==> src/rtl/i2c_wb_cmd_seq_if.sv <==
// i2c_wb_cmd_seq_if: request/response handshake plus WISHBONE master bus
// between the command sequencer and its neighbours.
//
// Signals
//   req_valid/req_ready     request handshake (accepted when both high)
//   req_rw/dev/reg/wdata    request payload (0=write, 1=read)
//   resp_valid/err/rdata    one-cycle completion report
//   wbm_*                   WISHBONE master toward the I2C controller
//
// Modports
//   master  the sequencer's view
//   slave   the environment's view (requester + controller)
interface i2c_wb_cmd_seq_if;
    logic       req_valid;
    logic       req_ready;
    logic       req_rw;
    logic [6:0] req_dev;
    logic [7:0] req_reg;
    logic [7:0] req_wdata;
    logic       resp_valid;
    logic [1:0] resp_err;
    logic [7:0] resp_rdata;
    logic [2:0] wbm_adr_o;
    logic [7:0] wbm_dat_o;
    logic [7:0] wbm_dat_i;
    logic       wbm_we_o;
    logic       wbm_stb_o;
    logic       wbm_cyc_o;
    logic       wbm_ack_i;

    modport master (
        input  req_valid, req_rw, req_dev, req_reg, req_wdata,
        input  wbm_dat_i, wbm_ack_i,
        output req_ready, resp_valid, resp_err, resp_rdata,
        output wbm_adr_o, wbm_dat_o, wbm_we_o, wbm_stb_o, wbm_cyc_o
    );

    modport slave (
        output req_valid, req_rw, req_dev, req_reg, req_wdata,
        output wbm_dat_i, wbm_ack_i,
        input  req_ready, resp_valid, resp_err, resp_rdata,
        input  wbm_adr_o, wbm_dat_o, wbm_we_o, wbm_stb_o, wbm_cyc_o
    );
endinterface

==> src/rtl/i2c_wb_cmd_seq.sv <==
// i2c_wb_cmd_seq: WISHBONE master that initialises the I2C controller and
// turns one register read/write request into the full START..STOP sequence.
//
// Ports
//   wb_clk_i  clock (rising edge)
//   arst_i    asynchronous active-high reset; aborts without a STOP
//   irq_i     controller interrupt, only with I2C_SEQ_IRQ_EN defined
//   bus       i2c_wb_cmd_seq_if.master (request/response + WB master)
//
// Parameters
//   PRESCALE  value written to PRERlo/PRERhi during init
//   POLL_MAX  max SR reads (or irq wait cycles) per wait before timeout
//
// Configuration macro
//   I2C_SEQ_IRQ_EN  wait for irq_i, read SR once, then IACK
//                   (undefined: poll SR until TIP clears)
//
// resp_err: 0 ok, 1 NACK, 2 arbitration lost, 3 timeout.
module i2c_wb_cmd_seq #(
    parameter logic [15:0] PRESCALE = 16'd99,
    parameter logic [15:0] POLL_MAX = 16'd1023
) (
    input logic              wb_clk_i,
    input logic              arst_i,
`ifdef I2C_SEQ_IRQ_EN
    input logic              irq_i,
`endif
    i2c_wb_cmd_seq_if.master bus
);

    localparam logic [2:0] A_PRERLO = 3'd0;
    localparam logic [2:0] A_PRERHI = 3'd1;
    localparam logic [2:0] A_CTR    = 3'd2;
    localparam logic [2:0] A_TXR    = 3'd3;
    localparam logic [2:0] A_CR     = 3'd4;

`ifdef I2C_SEQ_IRQ_EN
    localparam logic [7:0] CTR_INIT = 8'hC0;
`else
    localparam logic [7:0] CTR_INIT = 8'h80;
`endif

    typedef enum logic [3:0] {
        S_INIT0, S_INIT1, S_INIT2, S_IDLE,
        S_TXR,   S_CR,    S_IRQW,  S_POLL,
        S_IACK,  S_ADV,   S_STOP,  S_BUSY,
        S_RXR,   S_DONE
    } state_t;

    state_t      state_q, state_d;

    logic        stb_q;
    logic        we_q;
    logic [2:0]  adr_q;
    logic [7:0]  dat_q;

    logic        rw_q;
    logic [6:0]  dev_q;
    logic [7:0]  reg_q;
    logic [7:0]  wdata_q;
    logic [1:0]  phase_q, phase_d;
    logic [1:0]  err_q, err_d;
    logic [15:0] cnt_q, cnt_d;
    logic [7:0]  rdata_q;

    logic        go;
    logic        go_we;
    logic [2:0]  go_adr;
    logic [7:0]  go_dat;
    logic        latch;
    logic        rdata_ld;

    logic        acked;
    logic [15:0] cnt_inc;
    logic        tmo;
    logic        chk_rx;
    logic [7:0]  tx_dat;
    logic [7:0]  cr_dat;

    assign acked   = stb_q & bus.wbm_ack_i;
    assign cnt_inc = (cnt_q == 16'hFFFF) ? cnt_q : cnt_q + 16'd1;
    assign tmo     = cnt_inc > POLL_MAX;
    // Phase 3 is the final NACKed read byte: RxACK is not meaningful there.
    assign chk_rx  = phase_q != 2'd3;

    // Phases: 0 dev addr, 1 reg index, 2 write data / re-addr, 3 read byte.
    always_comb begin
        tx_dat = 8'h00;
        cr_dat = 8'h00;
        case (phase_q)
            2'd0: begin
                tx_dat = {dev_q, 1'b0};
                cr_dat = 8'h90;
            end
            2'd1: begin
                tx_dat = reg_q;
                cr_dat = 8'h10;
            end
            2'd2: begin
                tx_dat = rw_q ? {dev_q, 1'b1} : wdata_q;
                cr_dat = rw_q ? 8'h90 : 8'h50;
            end
            default: cr_dat = 8'h68;
        endcase
    end

    // A bus state issues its access while stb is low and advances on ack;
    // stb drops on the ack edge, so accesses are always separated.
    always_comb begin
        state_d  = state_q;
        phase_d  = phase_q;
        err_d    = err_q;
        cnt_d    = cnt_q;
        go       = 1'b0;
        go_we    = 1'b0;
        go_adr   = 3'd0;
        go_dat   = 8'h00;
        latch    = 1'b0;
        rdata_ld = 1'b0;
        case (state_q)
            S_INIT0: begin
                go     = !stb_q;
                go_we  = 1'b1;
                go_adr = A_PRERLO;
                go_dat = PRESCALE[7:0];
                if (acked) state_d = S_INIT1;
            end
            S_INIT1: begin
                go     = !stb_q;
                go_we  = 1'b1;
                go_adr = A_PRERHI;
                go_dat = PRESCALE[15:8];
                if (acked) state_d = S_INIT2;
            end
            S_INIT2: begin
                go     = !stb_q;
                go_we  = 1'b1;
                go_adr = A_CTR;
                go_dat = CTR_INIT;
                if (acked) state_d = S_IDLE;
            end
            S_IDLE: begin
                if (bus.req_valid) begin
                    latch   = 1'b1;
                    phase_d = 2'd0;
                    err_d   = 2'd0;
                    state_d = S_TXR;
                end
            end
            S_TXR: begin
                go     = !stb_q;
                go_we  = 1'b1;
                go_adr = A_TXR;
                go_dat = tx_dat;
                if (acked) state_d = S_CR;
            end
            S_CR: begin
                go     = !stb_q;
                go_we  = 1'b1;
                go_adr = A_CR;
                go_dat = cr_dat;
                if (acked) begin
                    cnt_d = 16'd0;
`ifdef I2C_SEQ_IRQ_EN
                    state_d = S_IRQW;
`else
                    state_d = S_POLL;
`endif
                end
            end
`ifdef I2C_SEQ_IRQ_EN
            S_IRQW: begin
                if (irq_i) begin
                    state_d = S_POLL;
                end else begin
                    cnt_d = cnt_inc;
                    if (tmo) begin
                        err_d   = 2'd3;
                        state_d = S_STOP;
                    end
                end
            end
            S_POLL: begin
                go     = !stb_q;
                go_adr = A_CR;
                if (acked) begin
                    if (bus.wbm_dat_i[5])
                        err_d = 2'd2;
                    else if (bus.wbm_dat_i[7] && chk_rx)
                        err_d = 2'd1;
                    state_d = S_IACK;
                end
            end
            S_IACK: begin
                go     = !stb_q;
                go_we  = 1'b1;
                go_adr = A_CR;
                go_dat = 8'h01;
                if (acked) begin
                    case (err_q)
                        2'd2:    state_d = S_DONE;
                        2'd1:    state_d = S_STOP;
                        default: state_d = S_ADV;
                    endcase
                end
            end
`else
            S_POLL: begin
                go     = !stb_q;
                go_adr = A_CR;
                if (acked) begin
                    if (bus.wbm_dat_i[5]) begin
                        err_d   = 2'd2;
                        state_d = S_DONE;
                    end else if (bus.wbm_dat_i[1]) begin
                        cnt_d = cnt_inc;
                        if (tmo) begin
                            err_d   = 2'd3;
                            state_d = S_STOP;
                        end
                    end else if (bus.wbm_dat_i[7] && chk_rx) begin
                        err_d   = 2'd1;
                        state_d = S_STOP;
                    end else begin
                        state_d = S_ADV;
                    end
                end
            end
`endif
            S_ADV: begin
                if (phase_q == 2'd3) begin
                    state_d = S_RXR;
                end else if (phase_q == 2'd2 && !rw_q) begin
                    state_d = S_DONE;
                end else begin
                    phase_d = phase_q + 2'd1;
                    // The read byte has no TXR load, only the command.
                    state_d = (phase_q == 2'd2) ? S_CR : S_TXR;
                end
            end
            S_STOP: begin
                go     = !stb_q;
                go_we  = 1'b1;
                go_adr = A_CR;
                go_dat = 8'h40;
                if (acked) begin
                    cnt_d   = 16'd0;
                    state_d = (err_q == 2'd1) ? S_BUSY : S_DONE;
                end
            end
            S_BUSY: begin
                // Bounded by the same limit so a stuck bus cannot hang us;
                // the NACK code is reported either way.
                go     = !stb_q;
                go_adr = A_CR;
                if (acked) begin
                    if (!bus.wbm_dat_i[6]) begin
                        state_d = S_DONE;
                    end else begin
                        cnt_d = cnt_inc;
                        if (tmo) state_d = S_DONE;
                    end
                end
            end
            S_RXR: begin
                go     = !stb_q;
                go_adr = A_TXR;
                if (acked) begin
                    rdata_ld = 1'b1;
                    state_d  = S_DONE;
                end
            end
            S_DONE:  state_d = S_IDLE;
            default: state_d = S_INIT0;
        endcase
    end

    always_ff @(posedge wb_clk_i or posedge arst_i) begin
        if (arst_i) begin
            state_q <= S_INIT0;
            stb_q   <= 1'b0;
            we_q    <= 1'b0;
            adr_q   <= 3'd0;
            dat_q   <= 8'h00;
            rw_q    <= 1'b0;
            dev_q   <= 7'd0;
            reg_q   <= 8'h00;
            wdata_q <= 8'h00;
            phase_q <= 2'd0;
            err_q   <= 2'd0;
            cnt_q   <= 16'd0;
            rdata_q <= 8'h00;
        end else begin
            state_q <= state_d;
            phase_q <= phase_d;
            err_q   <= err_d;
            cnt_q   <= cnt_d;
            if (go) begin
                stb_q <= 1'b1;
                we_q  <= go_we;
                adr_q <= go_adr;
                dat_q <= go_dat;
            end else if (acked) begin
                stb_q <= 1'b0;
                we_q  <= 1'b0;
            end
            if (latch) begin
                rw_q    <= bus.req_rw;
                dev_q   <= bus.req_dev;
                reg_q   <= bus.req_reg;
                wdata_q <= bus.req_wdata;
            end
            if (rdata_ld) rdata_q <= bus.wbm_dat_i;
        end
    end

    assign bus.req_ready  = state_q == S_IDLE;
    assign bus.resp_valid = state_q == S_DONE;
    assign bus.resp_err   = err_q;
    assign bus.resp_rdata = rdata_q;
    assign bus.wbm_adr_o  = adr_q;
    assign bus.wbm_dat_o  = dat_q;
    assign bus.wbm_we_o   = we_q;
    assign bus.wbm_stb_o  = stb_q;
    assign bus.wbm_cyc_o  = stb_q;

endmodule
==> src/flat_wrapper.sv <==
// flat-port wrapper written by rule: the top's interface ports become plain ports
module i2c_wb_cmd_seq_flat 
#(
    parameter logic [15:0] PRESCALE = 16'd99,
    parameter logic [15:0] POLL_MAX = 16'd1023
)
  (wb_clk_i, arst_i, bus_req_valid, bus_req_rw, bus_req_dev, bus_req_reg, bus_req_wdata, bus_wbm_dat_i, bus_wbm_ack_i, bus_req_ready, bus_resp_valid, bus_resp_err, bus_resp_rdata, bus_wbm_adr_o, bus_wbm_dat_o, bus_wbm_we_o, bus_wbm_stb_o, bus_wbm_cyc_o);
  i2c_wb_cmd_seq_if bus_i ();
  input logic wb_clk_i;
  input logic arst_i;
  input wire logic [$bits(bus_i.req_valid)-1:0] bus_req_valid;
  input wire logic [$bits(bus_i.req_rw)-1:0] bus_req_rw;
  input wire logic [$bits(bus_i.req_dev)-1:0] bus_req_dev;
  input wire logic [$bits(bus_i.req_reg)-1:0] bus_req_reg;
  input wire logic [$bits(bus_i.req_wdata)-1:0] bus_req_wdata;
  input wire logic [$bits(bus_i.wbm_dat_i)-1:0] bus_wbm_dat_i;
  input wire logic [$bits(bus_i.wbm_ack_i)-1:0] bus_wbm_ack_i;
  output wire logic [$bits(bus_i.req_ready)-1:0] bus_req_ready;
  output wire logic [$bits(bus_i.resp_valid)-1:0] bus_resp_valid;
  output wire logic [$bits(bus_i.resp_err)-1:0] bus_resp_err;
  output wire logic [$bits(bus_i.resp_rdata)-1:0] bus_resp_rdata;
  output wire logic [$bits(bus_i.wbm_adr_o)-1:0] bus_wbm_adr_o;
  output wire logic [$bits(bus_i.wbm_dat_o)-1:0] bus_wbm_dat_o;
  output wire logic [$bits(bus_i.wbm_we_o)-1:0] bus_wbm_we_o;
  output wire logic [$bits(bus_i.wbm_stb_o)-1:0] bus_wbm_stb_o;
  output wire logic [$bits(bus_i.wbm_cyc_o)-1:0] bus_wbm_cyc_o;
  assign bus_i.req_valid = bus_req_valid;
  assign bus_i.req_rw = bus_req_rw;
  assign bus_i.req_dev = bus_req_dev;
  assign bus_i.req_reg = bus_req_reg;
  assign bus_i.req_wdata = bus_req_wdata;
  assign bus_i.wbm_dat_i = bus_wbm_dat_i;
  assign bus_i.wbm_ack_i = bus_wbm_ack_i;
  assign bus_req_ready = bus_i.req_ready;
  assign bus_resp_valid = bus_i.resp_valid;
  assign bus_resp_err = bus_i.resp_err;
  assign bus_resp_rdata = bus_i.resp_rdata;
  assign bus_wbm_adr_o = bus_i.wbm_adr_o;
  assign bus_wbm_dat_o = bus_i.wbm_dat_o;
  assign bus_wbm_we_o = bus_i.wbm_we_o;
  assign bus_wbm_stb_o = bus_i.wbm_stb_o;
  assign bus_wbm_cyc_o = bus_i.wbm_cyc_o;
  i2c_wb_cmd_seq #(.PRESCALE(PRESCALE), .POLL_MAX(POLL_MAX)) u_core (.wb_clk_i(wb_clk_i), .arst_i(arst_i), .bus(bus_i));
endmodule
==> config.mk <==
export PLATFORM = sky130hd
export DESIGN_NAME = i2c_wb_cmd_seq_flat
export DESIGN_NICKNAME = d
export VERILOG_FILES = /design/src/rtl/i2c_wb_cmd_seq_if.sv /design/src/rtl/i2c_wb_cmd_seq.sv /design/src/flat_wrapper.sv
export SDC_FILE = /design/constraint.sdc
export NUM_CORES = 1
export LEC_CHECK = 0
export ABC_AREA = 1
export BUFFER_PORTS_ARGS = -buffer_cell sky130_fd_sc_hd__clkbuf_2
export CORE_MARGIN = 3
export CORE_UTILIZATION = 56
export CTS_CLUSTER_DIAMETER = 30
export DETAILED_ROUTE_END_ITERATION = 7
export PLACE_DENSITY = 0.79
export SYNTH_ARGS = -nofsm -noshare
export SYNTH_HDL_FRONTEND = slang
export SYNTH_SLANG_ARGS = --single-unit
==> constraint.sdc <==
create_clock -name wb_clk_i -period 2.11 [get_ports wb_clk_i]
set_input_delay 0 -clock wb_clk_i [delete_from_list [all_inputs] [get_ports wb_clk_i]]
set_output_delay 0 -clock wb_clk_i [all_outputs]
set_load 0.005 [all_outputs]
==> results of run 1 <==
-- sequential cells by signal, indices dropped and copies added (netlist names), 3 cells and up --
name,cells
u_core.bus.wbm_dat_o,8
u_core.dev_q,7
u_core.bus.resp_rdata,8
u_core.wdata_q,8
u_core.state_q,4
u_core.cnt_q,16
u_core.bus.wbm_adr_o,3
u_core.reg_q,8
-- path summary, 6_finish.rpt --
| path | startpoint | to | slack, ps | cells past startpoint |
|---|---|---|---|---|
| setup / recovery | u_core.cnt_q[2] | u_core.state_q[1] | 110 | 12 |
| hold / removal | bus_wbm_ack_i | u_core.bus.wbm_we_o | 20 | 4 |
| max in group asynchronous | arst_i | u_core.cnt_q[1] | 1170 | 4 |
| hold reg to reg | u_core.bus.wbm_adr_o[1] | u_core.bus.wbm_adr_o[1] | 480 | 2 |
| min in group asynchronous | arst_i | u_core.bus.resp_rdata[0] | 290 | 3 |
| setup reg to reg | u_core.cnt_q[2] | u_core.state_q[1] | 110 | 12 |
-- final cells by class --
cell class                      instances  area [um2]
Inverter                               54         203
Multi-Input combinational cell        309        1810
Tap cell                               77        96.3
Clock inverter                          7        80.1
Sequential cell                        69        1730
Timing Repair Buffer                  102         708
Clock buffer                            9         124
Fill cell                             465        1680
-- power by group through the flow --
stage	combinational, uW	clock, uW	sequential [uW]
detailed placement	2320	0	2250
finish	2460	1120	2270
CTS	2390	1140	2230
global placement	2260	0	2220
floorplan	1740	0	2160
global route	2740	1200	2340
-- cell usage in the layout, fill, tap and decap left out, drive strengths merged, types with 9 or more instances in the layout --
master | synthesis | final
nand3 | 29 | 29
dfrtp | 69 | 69
dlygate4sd3 | 0 | 33
a21oi | 16 | 16
mux2 | 30 | 30
nand4 | 9 | 9
o21ai | 27 | 27
inv | 54 | 58
clkbuf | 1 | 70
nand2 | 100 | 100
nor2 | 59 | 59
nor3 | 9 | 9
-- cells by family (layout without fill, tap and decap cells) --
| kind of cell | Yosys count | count (layout) | synth area share |
|---|---|---|---|
| AOI/OAI and AO/OA | 61 | 61 | 0.0970 |
| xor gates and xnor gates | 2 | 2 | 0.00467 |
| adders and majority gates | 6 | 6 | 0.0200 |
| buffers and inverters | 63 | 172 | 0.0667 |
| DFF | 69 | 69 | 0.460 |
| muxes | 30 | 30 | 0.0900 |
| and+or+nand+nor | 210 | 210 | 0.262 |
-- per-stage QoR --
stage	setup WS (ps)	power, uW	std cells
detailed placement	35.3	4570	575
floorplan	370	3900	441
global route	-17.5	6280	627
finish	108	5850	627
global placement	98.7	4480	575
CTS	16.6	5760	624
-- worst register-to-register path, stage by stage (launching register included) --
cell     delay [ps]
dfrtp_1         440
nand2_1          90
nor2_1          270
nand2_1         110
o21ai_1         180
nand3_2         110
nor2_2          110
nand3_2         140
nor2_2          170
nor2_4           70
nand2_2         120
nand2_1          70
nand2_1          70
-- routing by layer --
layer  global-route usage  part of all wire  up-vias
li1                     -                 -     1669
met5                    0                 0        -
met1                0.335              0.43     1598
met2                0.405              0.49      141
met4                0.113             0.022        0
met3               0.0602             0.063       29
-- cell usage after synthesis, types with 2 or more instances --
cell,number,area share
a22o_1,6,0.014
dfrtp_1,69,0.46
nand3_1,27,0.036
a221oi_1,2,0.0047
nor4_1,2,0.0033
o21ai_1,4,0.0053
nand2_2,7,0.012
nand3_2,2,0.0053
o21ai_0,22,0.029
buf_2,5,0.0067
buf_4,2,0.0040
inv_2,11,0.011
nor3_1,8,0.011
nor2_1,42,0.042
o2111ai_1,2,0.0047
nand4_1,9,0.015
nor2_2,11,0.018
ha_1,6,0.020
o31ai_1,2,0.0040
mux2_2,30,0.090
inv_1,43,0.043
nand2_1,93,0.093
xor2_1,2,0.0047
a31oi_1,3,0.0050
nor2_4,5,0.015
a21oi_1,16,0.021
-- repair_timing --
| action | CTS | global route |
|---|---|---|
| hold endpoints to repair | 65 | 0 |
| buffers inserted | 0 | 3 |
| endpoints found under the setup margin | 0 | 6 |
| hold buffers | 33 | 0 |
| gates resized for setup | 0 | 8 |
==> impl_metrics.csv, run 1 <==
group,metric,value,unit
clock_tree,cts_tree,"built",
power,power.leakage,0.00239,uW
worst_setup_path,cp_slowest_cell,"dfrtp_1",
power,intPower,3440,uW
yosys,synth_edf_count,0,
yosys,async_flop_share,1.00,
detailed_routing,num_vias,3437,
power,power_frac_comb,0.421,
floorplanning,die_w,87.9,um
worst_setup_path,worstPathRequired,2400,ps
yosys,syn-num-nets,483,
grt,grt_pass1_vias,3289,
power,power.switching,2410,uW
floorplanning,rows,29,
placed_design,gp_congestion,0.967,
sta,slew_headroom,0.525,
power,seqPwrFrac,0.388,
placed_design,dp_hpwl,6.38,mm
status,status,"complete, no violations",
worst_setup_path,cp_num_buf_inv,0,
sta,finalHoldViolCount,0,
finish,drive_above_1_share,0.295,
sta,setup_viol,0,
worst_setup_path,crit_top_cell,"nand2_1",
detailed_routing,drc,0,
grt,grt_first_pass_wirelength,15.2,mm
yosys,seq_area_frac_synth,0.460,
worst_setup_path,cp.arrival,2290,ps
grt,grt.total_usage,0.256,
clock_tree,clk_latency,350,ps
finish,fin_nets,587,
worst_setup_path,worstSetupPathType,"flip-flop to flip-flop",
grt,grt_max_degree,37,
sta,clock_skew,6.50,ps
floorplanning,die_h,87.9,um
detailed_routing,viasPerCell,5.48,
sta,finalCritPeriodShare,0.949,
floorplanning,dieArea,0.00772,mm2
run,maxCapViolCount,0,
clock_tree,htree_levels,3,
sta,fin_crit,2000,ps
power,p_sw_frac,0.412,
worst_setup_path,worstSetupStartpointType,"flip-flop",
detailed_routing,drtPass1Iterations,6,
sta,fin_setup_tns,0,ps
grt,antenna_found_initial,0,
yosys,synth_seq_cells,69,
finish,syn_to_final_growth,26.5,%
finish,stdcell_area,0.00475,mm2
clock_tree,cts.sinks,69,
floorplanning,start_util,0.584,
sta,whs,17.3,ps
detailed_routing,drtIter0Drc,285,
yosys,yosys_warnings,0,
clock_tree,clockBufferDepth,2,
clock_tree,cts_buffers,9,
sta,drv_slew,0,
grt,overflow,0,
yosys,ys_types,36,
worst_hold_path,holdCritPathClass,"primary input to flip-flop",
yosys,syn_area,0.00375,mm2
placed_design,numPortBuffers,61,
detailed_routing,wl_per_cell,15.0,um
power,clock_power_share,0.191,
detailed_routing,ant_nets,0,
yosys,syn_inst,441,
floorplanning,pin_count,62,
worst_setup_path,max_stage_delay,440,ps
detailed_routing,routed_wl,9.39,mm
worst_setup_path,cp_top_family,"simple AND/OR/NAND/NOR gates",
floorplanning,core,0.00642,mm2
sta,fmax,500,MHz
clock_tree,cts_root_buffer,"clkbuf_8",
finish,utilization,0.739,
yosys,synth_ff_type,"dfrtp_1",
worst_setup_path,crit_fanout,6,
finish,diodes,0,
power,power.density,1230,mW/mm2
sta,max_slew.worst_pin.slew,712,ps
clock_tree,path_clk_slew,80,ps
placed_design,detailed_place.area,0.00416,mm2
worst_setup_path,crit_chain,"nand2_1, nor2_1, nand2_1, o21ai_1, nand3_2, nor2_2, nand3_2, nor2_2, nor2_4, nand2_2, nand2_1, nand2_1",
power,vdd_drop_max,0.000734,V
yosys,synth_area_per_cell,8.51,um2
worst_setup_path,worstSetupEndpointType,"flip-flop",
No activity file was read; power rests on OpenSTA's default activity.
==> run 2, diff against run 1 <==
--- a/config.mk
+++ b/config.mk
@@ -8,10 +8,11 @@
 export ABC_AREA = 1
 export BUFFER_PORTS_ARGS = -buffer_cell sky130_fd_sc_hd__clkbuf_2
 export CORE_MARGIN = 3
-export CORE_UTILIZATION = 56
+export CORE_UTILIZATION = 58
+export CTS_BUF_LIST = sky130_fd_sc_hd__clkbuf_2
 export CTS_CLUSTER_DIAMETER = 30
 export DETAILED_ROUTE_END_ITERATION = 7
-export PLACE_DENSITY = 0.79
+export PLACE_DENSITY = 0.82
 export SYNTH_ARGS = -nofsm -noshare
 export SYNTH_HDL_FRONTEND = slang
 export SYNTH_SLANG_ARGS = --single-unit
==> run 2 against run 1 <==
Die area is 3.2% lower. Power is 2.4% lower. Count of clock-buffer cells in the layout unchanged. Sequential share of layout area grew 0.53 points. Highest routed layer unchanged. Via count increased by 1.6%. Largest cell class unchanged. First-iteration DRC count is 5.6% lower. Critical path type unchanged. Worst hold slack improved by 31 ps. Critical path depth up 1. Worst setup slack better by 36 ps. Core utilization grew 2.7 points. Critical endpoint is now u_core.state_q[3].
==> impl_metrics.csv, run 2 (synthesis gave the netlist of run 1 again) <==
group,metric,value,unit
worst_setup_path,reg2reg_to,"u_core.state_q[3]",
worst_setup_path,max_stage_delay,440,ps
floorplanning,die_h,86.4,um
clock_tree,htree_levels,3,
detailed_routing,wl_per_cell,15.8,um
worst_setup_path,worstSetupEndpointType,"flip-flop",
worst_hold_path,hp-start,"bus_req_valid",
sta,clock_skew,41.4,ps
worst_hold_path,holdPathEnd,"u_core.bus.resp_err[1]",
power,power.leakage,0.00237,uW
sta,finalCritPeriodShare,0.932,
sta,slew_headroom,0.704,
clock_tree,cts_root_buffer,"clkbuf_2",
clock_tree,clk_latency,550,ps
grt,grt_pass1_vias,3418,
status,status,"complete, no violations",
finish,regMostFlops,"u_core.cnt_q",
placed_design,dp_hpwl,6.30,mm
worst_setup_path,cp_slowest_cell,"dfrtp_1",
clock_tree,cts_tree,"built",
detailed_routing,num_vias,3493,
sta,finalHoldViolCount,0,
power,total_power,5710,uW
worst_setup_path,crit_top_cell,"nand2_1",
grt,grt.total_usage,0.277,
grt,overflow,0,
power,vdd_drop_max,0.000808,V
worst_hold_path,min_path_cells,5,
worst_setup_path,reg2reg_depth,13,
finish,largest_reg_flops,16,
worst_setup_path,cp.arrival,2440,ps
worst_hold_path,holdCritPathClass,"primary input to flip-flop",
worst_setup_path,r2r_setup_slack,140,ps
grt,antenna_found_initial,0,
grt,grt_max_degree,51,
worst_setup_path,cp_top_family,"simple AND/OR/NAND/NOR gates",
clock_tree,cts_buffers,9,
worst_setup_path,crit_chain,"ha_2, inv_1, nor2_4, nand3_1, nand2_1, nand3_1, nor2_1, nand3_2, nor2_2, nor2_4, nand2_2, nand2_1, nand2_1",
sta,max_slew.worst_pin.slew,443,ps
floorplanning,start_util,0.616,
floorplanning,rows,28,
detailed_routing,drc,0,
run,maxCapViolCount,0,
clock_tree,path_clk_slew,190,ps
finish,final_common_cell,"nand2_1",
detailed_routing,ant_nets,0,
detailed_routing,drtIter0Drc,269,
finish,fin_nets,587,
floorplanning,die_w,86.4,um
sta,drv_slew,0,
grt,grt_first_pass_wirelength,16.1,mm
worst_setup_path,worstSetupStartpointType,"flip-flop",
finish,nFillCells,418,
placed_design,gp_congestion,1.02,
sta,whs,48.2,ps
floorplanning,pin_count,62,
worst_setup_path,worstReg2RegStart,"u_core.cnt_q[1]",
detailed_routing,viasPerCell,5.59,
clock_tree,cts.sinks,69,
placed_design,numPortBuffers,61,
worst_setup_path,crit_fanout,6,
worst_setup_path,worstSetupPathType,"flip-flop to flip-flop",
worst_setup_path,worstPathRequired,2580,ps
sta,fmax,509,MHz
placed_design,detailed_place.area,0.00416,mm2
sta,fin_crit,1970,ps
sta,layout_setup_ws,144,ps
placed_design,pre_cts_ws,148,ps
finish,mostFrequentLayoutCells,"93 x nand2_1, 70 x clkbuf_2, 69 x dfrtp_1, 42 x inv_1, 41 x nor2_1",
detailed_routing,drtPass1Iterations,5,
sta,setup_viol,0,
floorplanning,dieArea,0.00747,mm2
detailed_routing,routed_wl,9.86,mm
clock_tree,clockBufferDepth,2,
power,power.density,1220,mW/mm2
finish,stdcell_area,0.00467,mm2
floorplanning,core,0.00610,mm2
finish,syn_to_final_growth,24.5,%
finish,diodes,0,
finish,drive_above_1_share,0.284,
worst_setup_path,cp_num_buf_inv,1,
==> run 2: layout make-up <==
type                            instances  area, um2  area share
Inverter                               54        203      0.0434
Sequential cell                        69       1730       0.370
Timing Repair Buffer                  102        713       0.153
Clock inverter                          7        104      0.0222
Tap cell                               75       93.8      0.0201
Multi-Input combinational cell        309       1790       0.382
Clock buffer                            9       45.0     0.00964
==> run 2: how the worst max path moves through the flow <==
| stage | end | cells after the start | startpoint |
|---|---|---|---|
| after CTS | u_core.state_q[0] | 12 | u_core.cnt_q[0] |
| after detailed placement | u_core.state_q[3] | 12 | u_core.cnt_q[1] |
| after global placement | u_core.state_q[3] | 14 | u_core.cnt_q[0] |
| after global routing | u_core.state_q[2] | 13 | u_core.cnt_q[1] |
| final | u_core.state_q[3] | 13 | u_core.cnt_q[1] |
| after floorplan | u_core.bus.resp_err[0] | 1 | arst_i |
==> run 2: repair_timing <==
| item | in CTS | in global routing |
|---|---|---|
| hold endpoints to repair | 109 | 0 |
| hold buffers | 35 | 0 |
| setup endpoints to repair | 0 | 6 |
| buffers inserted | 0 | 1 |
| resized for setup | 0 | 3 |
==> run 2: where the power goes <==
part	internal (uW)	total [uW]	switching, uW	leakage [uW]
registers	1850	2280	431	0.000867
logic	1010	2470	1460	0.00141
clock network	409	959	550	0.0000875
total	3270	5710	2440	0.00237
==> run 2: layer usage <==
metal / wire length (um) / GRT usage
met4: 289 / 0.136
met3: 665 / 0.0551
met5: 0 / 0
met2: 4860 / 0.458
met1: 4040 / 0.347
==> run 2: through the flow <==
stage | std cells | utilization | setup TNS [ps]
2_1_floorplan | 441 | - | 0
3_3_place_gp | 573 | 0.682 | 0
3_5_place_dp | 573 | 0.682 | 0
4_1_cts | 624 | 0.764 | 0
5_1_grt | 625 | 0.766 | -1.14
6_report | 625 | 0.766 | 0
==> run 2: worst reg2reg max path, cell delays in order, from the launching register on <==
cell and delay, ps:
dfrtp_1 440, ha_2 220, inv_1 70, nor2_4 150, nand3_1 120, nand2_1 70, nand3_1 100, nor2_1 170
nand3_2 140, nor2_2 150, nor2_4 60, nand2_2 110, nand2_1 60, nand2_1 60
